## src/rtl/dp_seq.sv

```systemverilog
// dp_seq: streaming signed dot-product sequencer.
// Accepts cfg_len operand pairs, issues nonzero pairs to an external
// two-stage multiplier, accumulates the returned truncated products and
// presents the wrapped DW_ACC-bit sum through a valid/ready result port.
module dp_seq #(
  parameter int unsigned DW_DATA = 8,
  parameter int unsigned DW_ACC  = 24,
  parameter int unsigned DW_LEN  = 8
) (
  input  logic                      clk,
  input  logic                      reset,
  input  logic                      start,
  input  logic [DW_LEN-1:0]         cfg_len,
  input  logic                      s_valid,
  output logic                      s_ready,
  input  logic signed [DW_DATA-1:0] s_a,
  input  logic signed [DW_DATA-1:0] s_b,
  output logic                      mul_enable,
  output logic [1:0]                mul_valid,
  output logic signed [DW_DATA-1:0] mul_a,
  output logic signed [DW_DATA-1:0] mul_b,
  input  logic signed [DW_DATA-1:0] mul_out,
  output logic                      out_valid,
  input  logic                      out_ready,
  output logic signed [DW_ACC-1:0]  out_data,
  output logic                      busy
);

  typedef enum logic [1:0] {StIdle, StRun, StDrain, StDone} state_e;

  state_e                    state_q;
  logic [DW_LEN-1:0]         count_q;
  logic [DW_LEN-1:0]         len_q;
  logic signed [DW_ACC-1:0]  acc_q;
  logic                      vld_d1_q;
  logic                      vld_d2_q;

  logic                      accept;
  logic                      nonzero;
  logic                      issue;
  logic [DW_LEN-1:0]         count_inc;
  logic signed [DW_ACC-1:0]  prod_ext;

  assign count_inc = count_q + {{(DW_LEN-1){1'b0}}, 1'b1};
  assign prod_ext  = {{(DW_ACC-DW_DATA){mul_out[DW_DATA-1]}}, mul_out};

  // Handshake, zero-skip issue and state-decoded outputs; reset blanks them in-cycle.
  always_comb begin
    s_ready    = !reset && (state_q == StRun) && (count_q < len_q);
    accept     = s_valid && s_ready;
    nonzero    = (s_a != '0) && (s_b != '0);
    issue      = accept && nonzero;
    mul_valid  = issue ? 2'b11 : 2'b00;
    mul_a      = issue ? s_a : '0;
    mul_b      = issue ? s_b : '0;
    mul_enable = !reset && ((state_q == StRun) || (state_q == StDrain));
    busy       = !reset && (state_q != StIdle);
    out_valid  = !reset && (state_q == StDone);
    out_data   = out_valid ? acc_q : '0;
  end

  // Sequencer FSM, issue-tag pipeline and accumulator.
  always_ff @(posedge clk) begin
    if (reset) begin
      state_q  <= StIdle;
      count_q  <= '0;
      len_q    <= '0;
      acc_q    <= '0;
      vld_d1_q <= 1'b0;
      vld_d2_q <= 1'b0;
    end else begin
      // Tags follow the multiplier pipeline, so they only advance when it does.
      if (mul_enable) begin
        vld_d1_q <= issue;
        vld_d2_q <= vld_d1_q;
      end
      // vld_d2 marks mul_out as holding the product issued two cycles earlier.
      if (vld_d2_q) begin
        acc_q <= acc_q + prod_ext;
      end
      unique case (state_q)
        StIdle: begin
          if (start) begin
            len_q   <= cfg_len;
            count_q <= '0;
            acc_q   <= '0;
            state_q <= (cfg_len == '0) ? StDone : StRun;
          end
        end
        StRun: begin
          if (accept) begin
            count_q <= count_inc;
            if (count_inc == len_q) begin
              state_q <= StDrain;
            end
          end
        end
        StDrain: begin
          // With vld_d1 clear the last pending product lands on this edge.
          if (!vld_d1_q) begin
            state_q <= StDone;
          end
        end
        StDone: begin
          if (out_ready) begin
            state_q <= StIdle;
          end
        end
        default: state_q <= StIdle;
      endcase
    end
  end

endmodule

```

## config.mk

```make
export PLATFORM = sky130hd
export DESIGN_NAME = dp_seq
export DESIGN_NICKNAME = d
export VERILOG_FILES = /design/src/rtl/dp_seq.sv
export SDC_FILE = /design/constraint.sdc
export NUM_CORES = 1
export LEC_CHECK = 0
export CAP_MARGIN = 40
export CORE_ASPECT_RATIO = 1.1
export CORE_MARGIN = 10
export CORE_UTILIZATION = 50
export CTS_BUF_LIST = sky130_fd_sc_hd__clkbuf_4 sky130_fd_sc_hd__clkbuf_8 sky130_fd_sc_hd__clkbuf_16
export DETAILED_ROUTE_END_ITERATION = 10
export MAX_ROUTING_LAYER = met4
export PLACE_DENSITY = 0.79
export SKIP_LAST_GASP = 1
export SLEW_MARGIN = 40
export SYNTH_ARGS = -nofsm -noshare
export SYNTH_HDL_FRONTEND = slang
export SYNTH_SLANG_ARGS = --single-unit
export TNS_END_PERCENT = 5
```

## constraint.sdc

```tcl
create_clock -name clk -period 4.5 [get_ports clk]
set_clock_uncertainty 0.15 [all_clocks]
set_input_delay 0.45 -clock clk [delete_from_list [all_inputs] [get_ports clk]]
set_output_delay 0.45 -clock clk [all_outputs]
set_load 0.02 [all_outputs]
```

## Yosys cells after proc, flatten, opt, wreduce, memory -nomap -nowiden

Cells that the tools add are included.

| operators by class | value |
|---|---|
| $add $sub $neg | 2 |
| $lt $le $gt $ge | 1 |
| equal/unequal tests | 9 |
| multiplexer cells | 17 |
| reductions and logical operators | 19 |

Operators by type and width:

| cell | count |
|---|---|
| two-way mux 24 bit | 4 |
| two-way mux 8 bit | 4 |
| adder 24 x 8 -> 24 bit | 1 |
| one-hot mux 8 bit (2 select lines) | 1 |
| nonzero test 8 bit | 2 |
| two-way mux 2 bit | 7 |
| adder 8 x 1 -> 8 bit, second input constant | 1 |
| == test 8 bit | 1 |
| logical AND 1 bit | 8 |
| zero test 8 bit | 1 |
| < comparator 8 bit | 1 |
| inequality test 2 bit, second input constant | 4 |
| one-hot mux 2 bit (4 select lines) | 1 |
| AND reduction 5 bit | 1 |
| == test 2 bit, second input constant | 2 |
| nonzero test 2 bit | 2 |
| AND reduction 3 bit | 1 |
| == test 2 x 1 -> 1 bit, second input constant | 1 |
| zero test 2 bit | 1 |
| inequality test 2 x 1 -> 1 bit, second input constant | 1 |
| AND reduction 2 bit | 1 |
| zero test 1 bit | 1 |
| logical OR 1 bit | 1 |

| word-level totals | value |
|---|---|
| register bits | 44 |
| input bits | 37 |
| output and inout port bits | 46 |

## Longest topological paths before layout

Gate-level depths: netlist (run 1).

| logic depth | value |
|---|---|
| depth after elaboration | 6 |
| depth in mapped cells | 10 |
| depth with buffers taken out | 9 |

## Least setup slack after synthesis (run 1)

OpenSTA, ideal clock, no wires.

| path | value |
|---|---|
| kind | register to output |
| from | register count_q[6] |
| to | output port mul_a[5] |
| arrival time | 2.259 ns |
| data required time | 3.900 ns |
| setup slack | 1.641 ns |
| cell stages (with the launch flop) | 10 |
| cell sequence | dfxtp_1 -> ha_1 -> a21oi_1 -> nor2b_1 -> nor4b_1 -> and2_1 -> and3_1 -> clkbuf_1 -> clkbuf_1 -> and2_1 |

| between the ends | value |
|---|---|
| word-level cells in the longest chain between the ends | 5 |

RTL lines:

| item | RTL line | RTL |
|---|---|---|
| start: declaration | 32 | `logic [DW_LEN-1:0] count_q;` |
| start signal: assignment | 92 | `count_q <= count_inc;` |
| < comparator 8 bit | 49 | `s_ready = !reset && (state_q == StRun) && (count_q < len_q);` |
| logical AND 1 bit | 49 |  |
| logical AND 1 bit | 50 | `accept = s_valid && s_ready;` |
| logical AND 1 bit | 52 | `issue = accept && nonzero;` |
| net issue | 40 | `logic issue;` |
| two-way mux 8 bit | 54 | `mul_a = issue ? s_a : '0;` |
| end: declaration | 20 | `output logic signed [DW_DATA-1:0] mul_a,` |

The timed path passes the listed nets, and every way through them passes these cells.

## Worst setup path after layout (run 1)

| path | value |
|---|---|
| from | register count_q[2] |
| to | output port mul_b[0] |

| between the ends | value |
|---|---|
| word-level cells in the longest chain between the ends | 5 |

RTL lines:

| item | RTL line | RTL |
|---|---|---|
| < comparator 8 bit | 49 |  |
| logical AND 1 bit | 49 |  |
| logical AND 1 bit | 50 |  |
| logical AND 1 bit | 52 |  |
| two-way mux 8 bit | 55 | `mul_b = issue ? s_b : '0;` |
| end: declaration | 21 | `output logic signed [DW_DATA-1:0] mul_b,` |

Every way passes these cells.

==> flow_summary.toml, run 1 <==
[run_status]
status = "finished, final reports clean"

[logic_synthesis]
synth_warnings = 0
synthFlopType = "dfxtp_1"
synth_area_leaders = "dfxtp_1, ha_1, and2_1"
synth_top_area_share_pct = 22.9
synth_edf_count = 0
synthesis.nets = 569
ys_ff_latch = 44
netlist_area_mm2 = 0.00385
async_flop_share_pct = 0
postSynthAreaPerCell_um2 = 7.78
synth_cells = 495
ys_types = 58
yosysSeqAreaShare_pct = 22.9
synth_area_leader_cell = "dfxtp_1"

[routing]
drc_errors = 0
via_per_inst = 5.75
wl_mm = 10.6
final_antenna_net_count = 0
dr.pass1.iters = 5
drt_iter0_drc = 154
post_drt_wl_per_cell_um = 15.9
vias = 3822

[sta]
fin_ws_ns = 0.617
fmax_mhz = 258
grt_setup_unrepaired = "false"
finalSetupViolCount = 0
tightest_slew_ns = 0.678
hold_violations = 0
final.setup.tns_ns = 0
period_needed_ns = 3.88
slew_headroom_pct = 54.8
slew_viol_final = 0
period_share_pct = 86.3

[clocking]
clock_sinks = 44
root_buffer = "clkbuf_8"
cts_buffers = 5
htreeDepth = 2
ctsHoldBuffers = 0
cts_tree = "yes"
postCtsSetupBuffers = 0
cts.repair.resized = 0
clockBufferDepth = 2
clk_pin_slew_ns = 0.09
clk-insertion-delay-late_ns = 0.29

[power]
ir_drop_mv = 0.137
power_uw = 1210
p_leak_uw = 0.00190
pwr_density_cell_mw_per_mm2 = 254

[grt]
grt.overflow.total = 0
grt_pass1_vias = 3565
grt_pass1_wl_mm = 17.6
grt.total_usage_pct = 18.0
antenna_found_initial = 0
grt_max_degree = 26

[layout]
seqCellArea_um2 = 882
multiInputGateArea_mm2 = 0.00275
nNetsFinal = 633
n_antenna_cell = 0
nFillCells = 696
mostFrequentLayoutCells = "clkdlybuf4s50_1, a21oi_1, and2_1, dfxtp_1, nand2_1"
drive_gt1_share_pct = 3.57
final_common_cell = "clkdlybuf4s50_1"
synthToLayoutAreaGrowth_pct = 24.1
postLayoutCoreUtil_pct = 64.0

[critical_path]
cp-end-kind = "output port"
critPathLaunchType = "register"
arrival_ns = 3.28
cp_max_fo = 19
reg2reg_depth = 7
required_ns = 3.90
timing.reg2reg.setup_slack_ns = 1.59
worstSetupPathType = "register to output port"

[place]
pre_cts_ws_ns = 0.892
gp_congestion = 0.924
port_buffers = 82
hpwl_mm = 8.37

[die]
core_mm2 = 0.00747
start_util_pct = 51.5
io_pins = 83
rows = 33
die_w_um = 104
dieArea_mm2 = 0.0116
fp.dieH_um = 112

[flow_run]
drv_cap = 0

[min_path]
hold_path_class = "register to register"
hold_depth = 2
report_power, final:
group / internal [uW] / total (uW) / switching, uW
sequential: 411 / 437 / 25.4
combinational: 193 / 465 / 272
clock: 171 / 313 / 142
total: 775 / 1210 / 439
cells in the mapped netlist (all sizes together) (2+ instances only):
cell type,n
o32ai,5
o21ai,23
ha,36
xor2,9
clkbuf,20
or4,2
dfxtp,44
o21a,6
xnor2,15
buf,8
o31ai,2
mux2i,15
nor3,6
nand2b,11
and3,11
a21oi,44
a311oi,5
nand2,37
nand4,8
o21bai,3
and2,43
a22oi,3
a31oi,9
a21o,11
nand3b,4
o211ai,2
nor2,28
o41ai,2
nand3,25
nor2b,7
o2111ai,2
inv,18
or3,6
a211oi,3
nor4,7
a31o,2
final timing paths:
path | from | endpoint
worst max-delay path | count_q[2]$_SDFFE_PP0P_ | mul_b[0]
worst min-delay path | acc_q[19]$_SDFF_PP0_ | acc_q[19]$_SDFF_PP0_
worst max register to register | state_q[1]$_SDFFE_PP0P_ | acc_q[18]$_SDFF_PP0_
worst min register to register | acc_q[19]$_SDFF_PP0_ | acc_q[19]$_SDFF_PP0_
final cells by class:
| type | count | share of cell area [%] |
|---|---|---|
| multi-input cells | 405 | 57.4 |
| flip-flops and latches | 44 | 18.5 |
| repair buffers | 85 | 17.6 |
| well taps | 105 | 2.75 |
| clock buffers | 6 | 1.60 |
| inverters | 18 | 1.41 |
| clock inverters | 2 | 0.733 |
cell families (layout without fill, tap and decap cells):
family | Yosys count | count (layout) | synth area share [%]
AOI/OAI and AO/OA | 131 | 131 | 22.3
xor gates and xnor gates | 24 | 24 | 5.46
adders and majority gates | 37 | 37 | 12.2
buffers and inverters | 46 | 111 | 5.88
DFF | 44 | 44 | 22.9
muxes | 15 | 15 | 3.90
and+or+nand+nor | 198 | 198 | 27.4
layer usage:
| metal | wire, um | share of wire [%] | global-route usage, % | up-vias |
|---|---|---|---|---|
| met3 | 399 | 3.8 | 2.06 | 8 |
| met4 | 117 | 1.1 | 3.44 | 0 |
| li1 | - | - | - | 1914 |
| met5 | 0 | 0 | - | - |
| met2 | 5440 | 51 | 31.3 | 105 |
| met1 | 4620 | 44 | 21.9 | 1795 |
state kept, by name (all words and copies together), names as in the netlist:
signal and flops:
acc_q 24, count_q 8, len_q 8, state_q 2, vld_d1_q 1, vld_d2_q 1
metrics by stage:
step                      cell area, um2  cells  hold WS, ns
after floorplan                     3850    495        0.290
after global placement              4670    657        0.320
after detailed placement            4670    657        0.323
after CTS                           4780    665        0.338
after global routing                4780    665        0.366
final                               4780    665        0.336
worst max-delay path: stages (launching register included):
cell and delay [ns]:
dfxtp_1 0.57, ha_1 0.30, o21ai_0 0.14, a21oi_1 0.06, o31ai_1 0.28, and2_1 0.32, and3_1 0.51, and2_1 0.21
clkdlybuf4s50_1 0.62
(Power assumes the default switching activity.)
==> inputs of run 2 (changes only) <==
--- a/config.mk
+++ b/config.mk
@@ -9,12 +9,13 @@
 export CORE_ASPECT_RATIO = 1.1
 export CORE_MARGIN = 10
 export CORE_UTILIZATION = 50
-export CTS_BUF_LIST = sky130_fd_sc_hd__clkbuf_4 sky130_fd_sc_hd__clkbuf_8 sky130_fd_sc_hd__clkbuf_16
+export CTS_BUF_LIST = sky130_fd_sc_hd__clkbuf_8
 export DETAILED_ROUTE_END_ITERATION = 10
 export MAX_ROUTING_LAYER = met4
 export PLACE_DENSITY = 0.79
+export SETUP_SLACK_MARGIN = 0.5
 export SKIP_LAST_GASP = 1
-export SLEW_MARGIN = 40
+export SLEW_MARGIN = 20
 export SYNTH_ARGS = -nofsm -noshare
 export SYNTH_HDL_FRONTEND = slang
 export SYNTH_SLANG_ARGS = --single-unit
==> run 2 against run 1 <==
- sequential power about the same
- global-route usage decreased by 0.053 points
- clock power about the same
- critical path depth unchanged
- sequential cell count unchanged
- worst hold slack improved by 0.0063 ns
- fmax increased by 3.2%
- highest routed layer unchanged
- first-iteration DRC count increased by 19%
- sequential share of layout area decreased by 0.079 points
- die area unchanged
- non-clock buffer count increased by 1
==> flow_summary.toml, run 2 (synthesis gave the netlist of run 1 again) <==
[power]
pwr_density_cell_mw_per_mm2 = 254
ir_drop_mv = 0.136
p_leak_uw = 0.00191

[clocking]
clock_sinks = 44
root_buffer = "clkbuf_8"
htreeDepth = 2
cts_buffers = 5
clockBufferDepth = 2
clk_pin_slew_ns = 0.09
postCtsSetupBuffers = 0
clk-insertion-delay-late_ns = 0.31
cts_tree = "yes"

[sta]
tightest_slew_ns = 0.693
period_needed_ns = 3.76
final.setup.tns_ns = 0
grt_setup_unrepaired = "false"
period_share_pct = 83.6
whs_ns = 0.342
slew_headroom_pct = 53.6
slew_viol_final = 0
hold_violations = 0
fmax_mhz = 266
finalSetupViolCount = 0
fin_ws_ns = 0.738

[die]
dieArea_mm2 = 0.0116
start_util_pct = 51.5
io_pins = 83
core_mm2 = 0.00747
die_w_um = 104
fp.dieH_um = 112
rows = 33

[critical_path]
required_ns = 3.90
crit_path_max_incr_delay_ns = 0.61
worstPathCellList = "ha_1 > o21ai_0 > a21oi_1 > o31ai_1 > and2_1 > and3_2 > and2_1 > clkdlybuf4s50_1"
cp-startpoint = "count_q[2]$_SDFFE_PP0P_"
arrival_ns = 3.16
r2r_start = "state_q[1]$_SDFFE_PP0P_"
reg2reg_depth = 7
timing.reg2reg.setup_slack_ns = 1.61
crit_top_cell = "and2_1"
cp-end-kind = "output port"
cp_max_fo = 19
crit_slowest_cell = "clkdlybuf4s50_1"
critPathLaunchType = "register"
reg2reg_to = "acc_q[18]$_SDFF_PP0_"
worstSetupPathType = "register to output port"

[routing]
highest_layer = "met4"
vias = 3790
via_per_inst = 5.69
post_drt_wl_per_cell_um = 16.0
drc_errors = 0
drt_iter0_drc = 184
wl_met1_mm = 4.72
dr.pass1.iters = 4
final_antenna_net_count = 0
met3_length_um = 319
wl_mm = 10.6
met2WireLength_mm = 5.47

[grt]
grt.total_usage_pct = 17.9
antenna_found_initial = 0
grt_max_degree = 26
grt_pass1_vias = 3500
grt_pass1_wl_mm = 17.4
grt.overflow.total = 0

[layout]
postLayoutCoreUtil_pct = 64.2
largest_register_ffs = 24
top_register = "acc_q"
finalInstanceArea_mm2 = 0.00479
n_antenna_cell = 0
final_common_cell = "clkdlybuf4s50_1"
mostFrequentLayoutCells = "clkdlybuf4s50_1, a21oi_1, dfxtp_1, and2_1, nand2_1"
reg_top3 = "acc_q (24), count_q (8), len_q (8)"
nNetsFinal = 634
drive_gt1_share_pct = 3.74
synthToLayoutAreaGrowth_pct = 24.5

[flow_run]
drv_cap = 0

[min_path]
hold_path_class = "register to register"
hp-start = "len_q[0]$_SDFFE_PP0P_"
hold_depth = 2
whs_endpoint = "len_q[0]$_SDFFE_PP0P_"

[run_status]
status = "finished, final reports clean"

[place]
placed_area_mm2 = 0.00468
pre_cts_ws_ns = 0.911
gp_congestion = 0.924
hpwl_mm = 8.22
port_buffers = 82
-- run 2: cell count changes in the layout (fill, tap and decap cells not counted), sizes merged --
cell    before  now
clkbuf       6    5
buf          3    4
inv         18   19
-- run 2: layout make-up --
class / instances / area, um2
clock buffer: 5 / 68.8
clock inverter: 3 / 38.8
fill: 671 / 2680
inverter: 18 / 67.6
multi-input combinational: 405 / 2750
sequential: 44 / 881
tap: 105 / 131
timing repair buffer: 86 / 858
-- run 2: per-stage QoR --
stage | instances | power [uW]
finish | 666 | 1220
global route | 666 | 1290
CTS | 666 | 1220
detailed placement | 658 | 910
global placement | 657 | 899
floorplan | 495 | 761
-- run 2: worst max-delay path, delay by kind of cell (launching register included) --
family | cells | cell delay (ns)
adders and majority gates | 1 | 0.30
and+or+nand+nor | 3 | 0.90
DFF | 1 | 0.57
buffers and inverters | 1 | 0.61
AOI/OAI and AO/OA | 3 | 0.48
-- run 2: per-layer routing --
metal	vias up	track usage, %
li1	1925	-
met1	1774	21.4
met2	81	31.5
met3	10	2.12
met4	0	3.99
met5	-	-
-- run 2: what timing repair did --
action | 4_1_cts | 5_1_grt
setup endpoints to repair | 0 | 18
hold buffers | 0 | 0
gates resized for setup | 0 | 2
-- run 2: how the worst max path moves through the flow --
stage,endpoint
detailed placement,acc_q[23]$_SDFF_PP0_
global route,mul_a[4]
CTS,mul_a[3]
floorplan,mul_a[5]
global placement,acc_q[23]$_SDFF_PP0_
finish,mul_b[0]
-- run 2: report_power, final --
part	switching (uW)	internal, uW
registers	24.0	411
logic	276	195
clock network	149	163
total	449	770
==> inputs of run 3 (changes only) <==
==> constraint.sdc (replaced) <==
create_clock -name clk -period 3.7 [get_ports clk]
set_clock_uncertainty 0.15 [all_clocks]
set_input_delay 0.37 -clock clk [delete_from_list [all_inputs] [get_ports clk]]
set_output_delay 0.37 -clock clk [all_outputs]
set_load 0.02 [all_outputs]
==> run 3 against run 2 <==
- cell count grew 0.60%
- die area is the same
- first-iteration DRC count grew 3.8%
- critical path depth grew 1
- total power grew 19%
- core utilization grew 0.50 points
- combinational power grew 25%
- largest cell class unchanged
- clock power grew 5%
- register-to-register slack lost 0.70 ns
- via count grew 1.0%
==> flow_summary.toml, run 3 (synthesis gave the netlist of run 1 again) <==
[die]
dieArea_mm2 = 0.0116
core_mm2 = 0.00747
start_util_pct = 51.5
fp.dieH_um = 112
io_pins = 83
die_w_um = 104
rows = 33

[power]
intPower_uw = 896
sw_frac_of_total_pct = 38.1
switching_power_uw = 552
power_frac_seq_pct = 36.7
ir_drop_mv = 0.156
power_frac_comb_pct = 40.6
p_leak_uw = 0.00195
pwr_density_cell_mw_per_mm2 = 300
power_uw = 1450
p_clk_share_pct = 22.7

[grt]
grt.overflow.total = 0
grt_pass1_vias = 3671
antenna_found_initial = 0
grt.total_usage_pct = 18.4
grt_max_degree = 26
grt_pass1_wl_mm = 17.9

[layout]
largest_register_ffs = 24
mostFrequentLayoutCells = "clkdlybuf4s50_1, a21oi_1, and2_1, dfxtp_1, nand2_1"
final_common_cell = "clkdlybuf4s50_1"
nNetsFinal = 638
top_register = "acc_q"
postLayoutCoreUtil_pct = 64.7
reg_top3 = "acc_q (24), count_q (8), len_q (8)"
n_antenna_cell = 0
synthToLayoutAreaGrowth_pct = 25.4
drive_gt1_share_pct = 5.66

[routing]
highest_layer = "met4"
dr.pass1.iters = 5
met3_length_um = 349
met2WireLength_mm = 5.66
wl_mm = 11.0
vias = 3828
post_drt_wl_per_cell_um = 16.5
drt_iter0_drc = 191
drc_errors = 0
final_antenna_net_count = 0
wl_met1_mm = 4.86
via_per_inst = 5.71

[critical_path]
cp-end-kind = "output port"
critPathLaunchType = "register"
arrival_ns = 2.88
cp_max_fo = 19
worstSetupPathType = "register to output port"
required_ns = 3.18
reg2reg_depth = 6

[sta]
finalSetupViolCount = 0
fmax_mhz = 294
period_needed_ns = 3.40
slew_headroom_pct = 51.4
period_share_pct = 91.8
hold_violations = 0
slew_viol_final = 0
tightest_slew_ns = 0.726
final.setup.tns_ns = 0
grt_setup_unrepaired = "true"

[clocking]
cts_buffers = 5
clockBufferDepth = 2
postCtsSetupBuffers = 0
ctsHoldBuffers = 0
htreeDepth = 2
cts_tree = "yes"
clock_sinks = 44
clk-insertion-delay-late_ns = 0.30
root_buffer = "clkbuf_8"
clk_pin_slew_ns = 0.09

[min_path]
hold_depth = 2
hold_path_class = "register to register"

[place]
hpwl_mm = 8.47
gp_congestion = 0.959
port_buffers = 82

[flow_run]
drv_cap = 0

[run_status]
status = "finished, final reports clean"
-- run 3: cell types whose count changed in the layout (fill, tap and decap cells not counted), sizes merged --
cell | before | now
buf | 4 | 8
bufinv | 1 | 0
clkbuf | 5 | 6
clkdlybuf4s50 | 82 | 80
clkinv | 1 | 2
dlygate4sd2 | 0 | 1
dlymetal6s2s | 0 | 1
inv | 19 | 18
-- run 3: final cells by class --
type                    instances  area, um2
clock buffers                   6       82.6
clock inverters                 2       10.0
fillers                       657       2640
inverters                      18       67.6
multi-input cells             405       2770
flip-flops and latches         44        885
well taps                     105        131
repair buffers                 90        890
-- run 3: final timing paths --
| path | start | slack (ns) | end |
|---|---|---|---|
| max | len_q[6]$_SDFFE_PP0P_ | 0.30 | mul_a[5] |
| min reg2reg | acc_q[22]$_SDFF_PP0_ | 0.34 | acc_q[22]$_SDFF_PP0_ |
| min | acc_q[22]$_SDFF_PP0_ | 0.34 | acc_q[22]$_SDFF_PP0_ |
| max reg2reg | state_q[0]$_SDFFE_PP0P_ | 0.91 | acc_q[20]$_SDFF_PP0_ |
-- run 3: metrics by stage --
step	instances	instance area [um2]	setup WS, ns	hold slack, ns
6_report	670	4830	0.303	0.337
5_1_grt	670	4830	0.167	0.356
4_1_cts	670	4830	0.313	0.337
3_5_place_dp	662	4710	0.244	0.325
3_3_place_gp	661	4700	0.260	0.321
2_1_floorplan	495	3850	0.921	0.290
-- run 3: power groups by stage --
stage / clock network, uW / logic [uW] / registers, uW
6_report: 329 / 588 / 531
5_1_grt: 354 / 650 / 533
4_1_cts: 334 / 586 / 529
3_5_place_dp: 0 / 574 / 540
3_3_place_gp: 0 / 562 / 539
2_1_floorplan: 0 / 395 / 530
-- run 3: layer usage --
metal | vias to the layer above | global-route usage [%]
met3 | 12 | 1.95
li1 | 1927 | -
met2 | 110 | 32.7
met5 | - | -
met4 | 0 | 6.13
met1 | 1779 | 21.2
-- run 3: repair_timing --
action / CTS / global route
cloned: 0 / 0
setup endpoints to repair: 18 / 23
gates resized for setup: 9 / 3
-- run 3: worst max-delay path: stages, from the launching register on --
cell             delay, ns
dfxtp_1               0.37
inv_1                 0.05
ha_1                  0.28
a21oi_1               0.16
nor2b_1               0.09
nor4b_2               0.33
and2_4                0.24
and3_4                0.27
and2_1                0.15
clkdlybuf4s50_1       0.61
